===== config.mk =====
export PLATFORM = sky130hd
export DESIGN_NAME = pong_rect_filler
export DESIGN_NICKNAME = d
export VERILOG_FILES = /design/src/rtl/pong_rect_filler.sv
export SDC_FILE = /design/constraint.sdc
export NUM_CORES = 1
export LEC_CHECK = 0
export BUFFER_PORTS_ARGS = -buffer_cell sky130_fd_sc_hd__buf_4
export CORE_ASPECT_RATIO = 1.75
export CORE_MARGIN = 10
export CORE_UTILIZATION = 25
export CTS_CLUSTER_DIAMETER = 120
export DETAILED_ROUTE_END_ITERATION = 8
export MAX_ROUTING_LAYER = met4
export PLACE_DENSITY = 0.53
export SLEW_MARGIN = 20
export SYNTH_ARGS = -nofsm -noshare
export SYNTH_HDL_FRONTEND = slang
export SYNTH_SLANG_ARGS = --single-unit

===== constraint.sdc =====
create_clock -name clk_clk -period 2.7 [get_ports clk_clk]
set_input_delay 0.135 -clock clk_clk [delete_from_list [all_inputs] [get_ports clk_clk]]
set_output_delay 0.135 -clock clk_clk [all_outputs]
set_load 0.05 [all_outputs]

===== src/rtl/pong_rect_filler.sv =====
// Rectangle painter for the pong framebuffer: clips one rectangle command to the
// screen and issues one acknowledged 16-bit bridge write per pixel in raster order.
module pong_rect_filler #(
  parameter int          H_RES   = 320,
  parameter int          V_RES   = 240,
  parameter logic [26:0] FB_BASE = 27'h0,
  parameter int          TIMEOUT = 255
) (
  input  logic        clk_clk,
  input  logic        reset_reset_n,
  input  logic        cmd_start,
  input  logic [8:0]  cmd_x,
  input  logic [7:0]  cmd_y,
  input  logic [8:0]  cmd_w,
  input  logic [7:0]  cmd_h,
  input  logic [11:0] cmd_color,
  output logic        cmd_busy,
  output logic        cmd_done,
  output logic        cmd_error,
  output logic [26:0] bridge_memory_address,
  output logic [1:0]  bridge_memory_byte_enable,
  output logic        bridge_memory_read,
  output logic        bridge_memory_write,
  output logic [15:0] bridge_memory_write_data,
  input  logic        bridge_memory_acknowledge,
  input  logic [15:0] bridge_memory_read_data
);

  localparam logic [9:0]  H_LIM      = 10'(H_RES);
  localparam logic [8:0]  V_LIM      = 9'(V_RES);
  localparam logic [26:0] ROW_STRIDE = 27'(H_RES * 2);
  localparam logic [9:0]  CNT_LAST   = 10'(TIMEOUT - 1);

  typedef enum logic [2:0] {IDLE, SETUP, WRITE, GAP, DONE, ERR} state_e;

  state_e      state_q, state_d;
  logic [8:0]  x_q;
  logic [7:0]  y_q;
  logic [8:0]  w_q;
  logic [7:0]  h_q;
  logic [11:0] color_q;
  logic [8:0]  col_q;
  logic [7:0]  row_q;
  logic [9:0]  x_end_q;
  logic [8:0]  y_end_q;
  logic [26:0] addr_q;
  logic [26:0] row_addr_q;
  logic [9:0]  cnt_q;

  logic [9:0]  x_sum;
  logic [8:0]  y_sum;
  logic [9:0]  x_clip;
  logic [8:0]  y_clip;
  logic        empty;
  logic [31:0] first_pix;
  logic [26:0] first_addr;
  logic [9:0]  col_inc;
  logic [8:0]  row_inc;
  logic        last_col;
  logic        last_pix;
  logic        timeout_hit;
  logic        unused_rd;

  assign unused_rd = ^bridge_memory_read_data;

  assign x_sum       = {1'b0, x_q} + {1'b0, w_q};
  assign y_sum       = {1'b0, y_q} + {1'b0, h_q};
  assign x_clip      = (x_sum > H_LIM) ? H_LIM : x_sum;
  assign y_clip      = (y_sum > V_LIM) ? V_LIM : y_sum;
  assign empty       = (w_q == 9'd0) || (h_q == 8'd0) ||
                       ({1'b0, x_q} >= H_LIM) || ({1'b0, y_q} >= V_LIM);
  assign first_pix   = 32'(y_q) * 32'(H_RES) + 32'(x_q);
  assign first_addr  = FB_BASE + 27'(first_pix << 1);
  assign col_inc     = {1'b0, col_q} + 10'd1;
  assign row_inc     = {1'b0, row_q} + 9'd1;
  assign last_col    = (col_inc == x_end_q);
  assign last_pix    = last_col && (row_inc == y_end_q);
  assign timeout_hit = (cnt_q == CNT_LAST);

  always_ff @(posedge clk_clk or negedge reset_reset_n) begin
    if (!reset_reset_n) state_q <= IDLE;
    else                state_q <= state_d;
  end

  always_comb begin
    state_d = state_q;
    case (state_q)
      IDLE:  if (cmd_start) state_d = SETUP;
      SETUP: state_d = empty ? DONE : WRITE;
      WRITE: begin
        if (bridge_memory_acknowledge) state_d = last_pix ? DONE : GAP;
        else if (timeout_hit)          state_d = ERR;
      end
      GAP:   state_d = WRITE;
      DONE:  state_d = IDLE;
      ERR:   state_d = IDLE;
      default: state_d = IDLE;
    endcase
  end

  // Row start address is kept separately so row changes need no multiply.
  always_ff @(posedge clk_clk or negedge reset_reset_n) begin
    if (!reset_reset_n) begin
      x_q        <= '0;
      y_q        <= '0;
      w_q        <= '0;
      h_q        <= '0;
      color_q    <= '0;
      col_q      <= '0;
      row_q      <= '0;
      x_end_q    <= '0;
      y_end_q    <= '0;
      addr_q     <= '0;
      row_addr_q <= '0;
      cnt_q      <= '0;
    end else begin
      cnt_q <= '0;
      case (state_q)
        IDLE: begin
          if (cmd_start) begin
            x_q     <= cmd_x;
            y_q     <= cmd_y;
            w_q     <= cmd_w;
            h_q     <= cmd_h;
            color_q <= cmd_color;
          end
        end
        SETUP: begin
          col_q      <= x_q;
          row_q      <= y_q;
          x_end_q    <= x_clip;
          y_end_q    <= y_clip;
          addr_q     <= first_addr;
          row_addr_q <= first_addr;
        end
        WRITE: begin
          if (!bridge_memory_acknowledge) cnt_q <= cnt_q + 10'd1;
        end
        GAP: begin
          if (last_col) begin
            col_q      <= x_q;
            row_q      <= row_q + 8'd1;
            row_addr_q <= row_addr_q + ROW_STRIDE;
            addr_q     <= row_addr_q + ROW_STRIDE;
          end else begin
            col_q  <= col_q + 9'd1;
            addr_q <= addr_q + 27'd2;
          end
        end
        default: ;
      endcase
    end
  end

  always_comb begin
    bridge_memory_write       = (state_q == WRITE);
    bridge_memory_read        = 1'b0;
    bridge_memory_address     = bridge_memory_write ? addr_q : 27'd0;
    bridge_memory_write_data  = bridge_memory_write ? {4'h0, color_q} : 16'd0;
    bridge_memory_byte_enable = bridge_memory_write ? 2'b11 : 2'b00;
    cmd_busy                  = (state_q != IDLE);
    cmd_done                  = (state_q == DONE) || (state_q == ERR);
    cmd_error                 = (state_q == ERR);
  end

endmodule


# Word-level counts from Yosys, hierarchy flattened
# Cells that the tools add are included.
dict set report totals {
  regBits 149
  in_bits 66
  output_inout_bits 50
  wordCells 73
}
dict set report op_classes {
  n_addsub 10
  mul 1
  order_cmp 4
  n_eq_ne 11
  muxes 21
  n_reduce_logical 13
}
# op count
set ops {}
lappend ops {{case mux 27 bit (2 select lines)} 2}
lappend ops {{two-way mux 27 bit} 3}
lappend ops {{two-way mux 10 bit} 3}
lappend ops {{adder 27 x 10 -> 27 bit (second input constant)} 1}
lappend ops {{adder 27 x 2 -> 27 bit (second input constant)} 1}
lappend ops {{adder 17 x 9 -> 18 bit} 1}
lappend ops {{two-way mux 9 bit} 2}
lappend ops {{case mux 9 bit (2 select lines)} 1}
lappend ops {{case mux 8 bit (2 select lines)} 1}
lappend ops {{two-way mux 3 bit} 5}
lappend ops {{two-way mux 12 bit} 1}
lappend ops {{case mux 3 bit (4 select lines)} 1}
lappend ops {{multiplier 8 x 3 -> 11 bit (second input constant)} 1}
lappend ops {{adder 10 x 1 -> 10 bit (second input constant)} 1}
lappend ops {{adder 9 x 1 -> 10 bit (second input constant)} 1}
lappend ops {{adder 9 x 9 -> 10 bit} 1}
lappend ops {{equality test 10 bit} 1}
lappend ops {{equality test 10 x 8 -> 1 bit (second input constant)} 1}
lappend ops {{> comparator 10 x 9 -> 1 bit (second input constant)} 1}
lappend ops {{adder 8 x 1 -> 9 bit (second input constant)} 1}
lappend ops {{adder 8 x 8 -> 9 bit} 1}
lappend ops {{adder 9 x 1 -> 9 bit (second input constant)} 1}
lappend ops {{equality test 9 bit} 1}
lappend ops {{greater-or-equal comparator 9 bit (second input constant)} 1}
lappend ops {{18 further kinds} 26}

# Depth between registers and ports, before layout
dict set report logic_depth {
  word_depth 6
  depth_mapped 10
  ltp_nobuf 10
}

# Worst setup path before layout
# No wires, ideal clock.
dict set report synth_timing {
  path_type {register to output}
  from {register state_q[1]}
  to {output port bridge_memory_address[22]}
  t_arrival_ns 2.637
  t_required_ns 2.565
  setup_slack_ns -0.072
  path_stages_with_launch 6
  path_buffers 3
  path_cell_list {dfrtp_1 > clkbuf_1 > inv_1 > clkbuf_1 > clkbuf_1 > nor4_1}
}
dict set report synth_via {
  elab_chain_len 2
}
# element line_no
set synth_lines {}
lappend synth_lines {{start: declaration} 36} ;# state_e state_q, state_d;
lappend synth_lines {{start signal: assignment} 82} ;# else state_q <= state_d;
lappend synth_lines {{equality test 3 x 2 -> 1 bit} 156} ;# bridge_memory_write = (state_q == WRITE);
lappend synth_lines {{two-way mux 27 bit} 158} ;# bridge_memory_address = bridge_memory_write ? addr_q : 27'd0;
lappend synth_lines {{end: declaration} 20} ;# output logic [26:0] bridge_memory_address,
# No other way between the ends.

# Final worst setup path
dict set report layout_timing {
  from {register y_q[3]}
  to {register row_addr_q[16]}
}
dict set report layout_via {
  elab_chain_len 3
}
# element line_no
set layout_lines {}
lappend layout_lines {{start: declaration} 38} ;# logic [7:0] y_q;
lappend layout_lines {{start signal: assignment} 122} ;# y_q <= cmd_y;
lappend layout_lines {{multiplier 8 x 3 -> 11 bit} 72} ;# assign first_pix = 32'(y_q) * 32'(H_RES) + 32'(x_q);
lappend layout_lines {{adder 17 x 9 -> 18 bit} 72}
lappend layout_lines {{case mux 27 bit (2 select lines)} 118} ;# case (state_q)
lappend layout_lines {{end signal: assignment} 134} ;# row_addr_q <= first_addr;
lappend layout_lines {{end signal: assignment} 143} ;# row_addr_q <= row_addr_q + ROW_STRIDE;
lappend layout_lines {{end: declaration} 47} ;# logic [26:0] row_addr_q;
# No other way between the ends.
# A chain may end at the register's enable or synchronous reset.

==> key figures <==
Logic synthesis
  – Library cells used by synthesis: 79
  – Area share of the largest cell type after synthesis: 0.379
  – Sequential-to-total area share from yosys stat: 0.379
  – Synth Area in Adders: 0.0568
  – Ys async rst share: 1.00
  – Syn Inst Count: 1070
  – Post-synthesis compound-gate area fraction: 0.184
  – Synth Area in XOR/XNOR: 0.0591
  – Fraction of the mapped netlist area in simple logic gates: 0.206
  – Cell area after synthesis: 9780 µm²
  – Largest family of logic cells by synthesized area: simple AND/OR/NAND/NOR gates
  – Synth top area cells: dfrtp_1 38%, mux2_2 5.3%, ha_1 4.9%
  – Commonest cells post-synth: 148 x dfrtp_1, 103 x nand2_1, 68 x o21ai_0, 63 x nor2_1, 47 x a21oi_1
  – Area leader, netlist: dfrtp_1
  – Prevailing post-synth register cell: dfrtp_1
  – Mean Syn Cell Area: 9.14 µm²
  – Synthesized flop and latch total: 148
  – Post-synth EDFFs: 0
  – Top-count cell post-synth: dfrtp_1
  – Syn. warnings: 0
  – Multiplexer share of the synthesized area: 0.0734

Timing
  – Worst-Margin Slew: 796 ps
  – Hold Vio Cnt, Final: 0
  – RSZ-0062 raised after global routing: yes
  – Highest Clock Rate: 371 MHz
  – Setup ws final: 3.13 ps
  – Tmin final: 2700 ps
  – Final period util: 0.999
  – Headroom to the max-slew limit: 0.468
  – Endpoints failing setup: 0
  – Max-slew violations: 0
  – Hold_ws: 127 ps
  – Clk_skew: 9.22 ps

Die
  – Num ports: 116
  – Die outline height: 282 µm
  – Rows: 95
  – Die Area: 47800 µm²
  – Die width: 170 µm
  – CORE AREA: 38500 µm²
  – Initial Util: 0.254

Routing
  – DR DRC count: 0
  – Drt wl/cell: 18.7 µm
  – Via total after detailed routing: 9047
  – Via-to-Cell Ratio: 5.08
  – DR iter-0 viols: 563
  – Post-route ant nets: 0
  – Pre-antenna DRT Iters: 5
  – Routed WL: 33300 µm

Setup path
  – R2R Setup Slk: 3 ps
  – Worst r2r path cells: 10
  – CP max FO: 3
  – WP data arrival: 3030 ps
  – Reg-to-Reg Start: y_q[3]$_DFFE_PN0P_
  – Setup CP Type: reg -> reg
  – R2R Path End: row_addr_q[16]$_DFFE_PN0P_
  – Crit start category: register
  – Crit end category: register
  – Worst Path Required: 3030 ps

Power and ir drop
  – Sequential share of power: 0.215
  – Power Total: 19.0 mW
  – Power per cell area: 1440 nW/µm²
  – Sw Share: 0.475
  – P_sw: 9.02 mW
  – Peak VDD IR: 0.710 mV
  – Leak Pwr: 5.64 nW
  – Combinational Power Share: 0.653
  – Clock power share: 0.132
  – Int Pwr: 9.97 mW

Clock network
  – Clk slew on worst S/H paths: 60 ps
  – Skew-Pair Late Insertion Delay: 450 ps
  – Max Buffers Root-to-Sink: 2
  – H-tree levels: 4
  – Root Driver: clkbuf_16
  – TritonCTS Buffers: 17
  – CTS tree: done
  – Clk sinks: 148

Layout
  – Total Nets Final: 1390
  – Share of cells above drive strength 1: 0.270
  – Layout area overhead: 34.6%
  – Design area: 13200 µm²
  – ANT cells: 0

Global routing
  – First-pass GRT wire length: 52300 µm
  – Antenna violations before repair: 0
  – Overflow after GRT: 0
  – Vias in the first global route: 9294
  – Largest net degree at the start of global routing: 71
  – GRT Total Usage: 0.142

Flow run
  – Max-cap viol count: 0

Place
  – Dpl ws: -158 ps
  – Hpwl dp: 25300 µm
  – Port bufs: 94
  – Placed inst area: 11700 µm²
  – RD Place Congestion: 0.931

Hold path
  – Min-delay worst type: in -> reg
  – WHS Path Cells: 3
  – HP Start: cmd_start
  – Min-Delay Endpoint: state_q[2]$_DFFE_PN0P_

Run status
  – Outcome: finished, final reports clean
[worst max-delay path, cell delays in order, from the launching register on]
cell	delay, ps
dfrtp_1	430
ha_4	240
ha_4	160
fa_2	600
o2111ai_4	130
nor4bb_4	340
buf_4	160
nand4_1	110
xnor2_2	170
o22ai_1	160
a21oi_1	80
[placed cells by master, fill, tap and decap left out, types with 7 or more instances in the layout]
master / instances
o211ai_1: 10
dfrtp_1: 144
and2_1: 46
inv_1: 26
ha_1: 31
o21ai_0: 61
xnor2_1: 38
o21ai_1: 7
mux2i_1: 19
clkbuf_16: 17
nor4_1: 15
xor2_1: 24
nor3_1: 29
a31oi_1: 13
and3_1: 15
nand4_1: 13
nor2_1: 61
a22oi_1: 9
mux2_2: 45
a21oi_1: 44
nor2b_1: 11
o22ai_1: 9
dlygate4sd3_1: 48
a211oi_1: 7
nand3_1: 45
a211o_1: 7
o22a_1: 7
nand2_1: 102
a21o_1: 11
buf_4: 201
[final cells by class]
cell class / count / area, µm²
timing repair buffer: 256 / 2120
clock buffer: 19 / 453
fill: 3983 / 25300
sequential: 148 / 3710
multi-input combinational: 833 / 6030
clock inverter: 13 / 156
inverter: 26 / 97.6
tap: 485 / 607
[through the flow]
step / utilization / cells / setup TNS, ps
after floorplan: - / 1074 / -143
after global placement: 0.304 / 1692 / -662
after detailed placement: 0.304 / 1692 / -1480
after CTS: 0.336 / 1777 / -165
after global routing: 0.342 / 1780 / -533
final: 0.342 / 1780 / 0
[state kept, by name, summed over array words and instances, names as in the netlist, 8 cells and up]
name	flops
row_addr_q	26
cnt_q	10
col_q	9
y_end_q	9
w_q	9
x_end_q	10
x_q	9
y_q	8
row_q	8
color_q	12
addr_q	27
h_q	8
[timing repair]
item,in CTS,in global routing
resized for setup,23,38
endpoints found under the hold margin,116,0
gates cloned,1,0
setup endpoints to repair,38,49
hold buffers,48,0
buffers inserted,4,3
pin swaps,14,15
[cells by family (layout without fill, tap and decap cells)]
family / Yosys count / count (layout)
AOI/OAI and AO/OA: 261 / 262
xor gates and xnor gates: 66 / 66
adders and majority gates: 42 / 42
buffers and inverters: 94 / 314
DFF: 148 / 148
muxes: 66 / 66
other: 1 / 5
and+or+nand+nor: 392 / 392
[metal layers]
layer,track usage,part of all wire
met1,0.149,0.39
met2,0.249,0.52
met3,0.0204,0.034
met4,0.0786,0.053
met5,-,0
[power by group through the flow]
stage	Clock, mW	Sequential, mW	Combinational, mW
after global placement	0	4.06	11.1
after detailed placement	0	4.08	11.3
final	2.51	4.08	12.4
after CTS	2.57	4.05	11.7
after floorplan	0	3.72	7.53
after global routing	2.65	4.21	13.4
[how the worst max path moves through the flow]
stage | startpoint | end | slack [ps] | depth (start not counted)
floorplan | state_q[1]$_DFFE_PN0P_ | bridge_memory_address[22] | -70 | 5
global placement | y_q[3]$_DFFE_PN0P_ | addr_q[14]$_DFFE_PN0P_ | -140 | 9
detailed placement | col_q[1]$_DFFE_PN0P_ | row_addr_q[17]$_DFFE_PN0P_ | -160 | 7
CTS | y_q[3]$_DFFE_PN0P_ | row_addr_q[16]$_DFFE_PN0P_ | -60 | 10
global route | y_q[2]$_DFFE_PN0P_ | addr_q[16]$_DFFE_PN0P_ | -150 | 10
finish | y_q[3]$_DFFE_PN0P_ | row_addr_q[16]$_DFFE_PN0P_ | 3 | 10
Power figures use the tool's default switching activity.
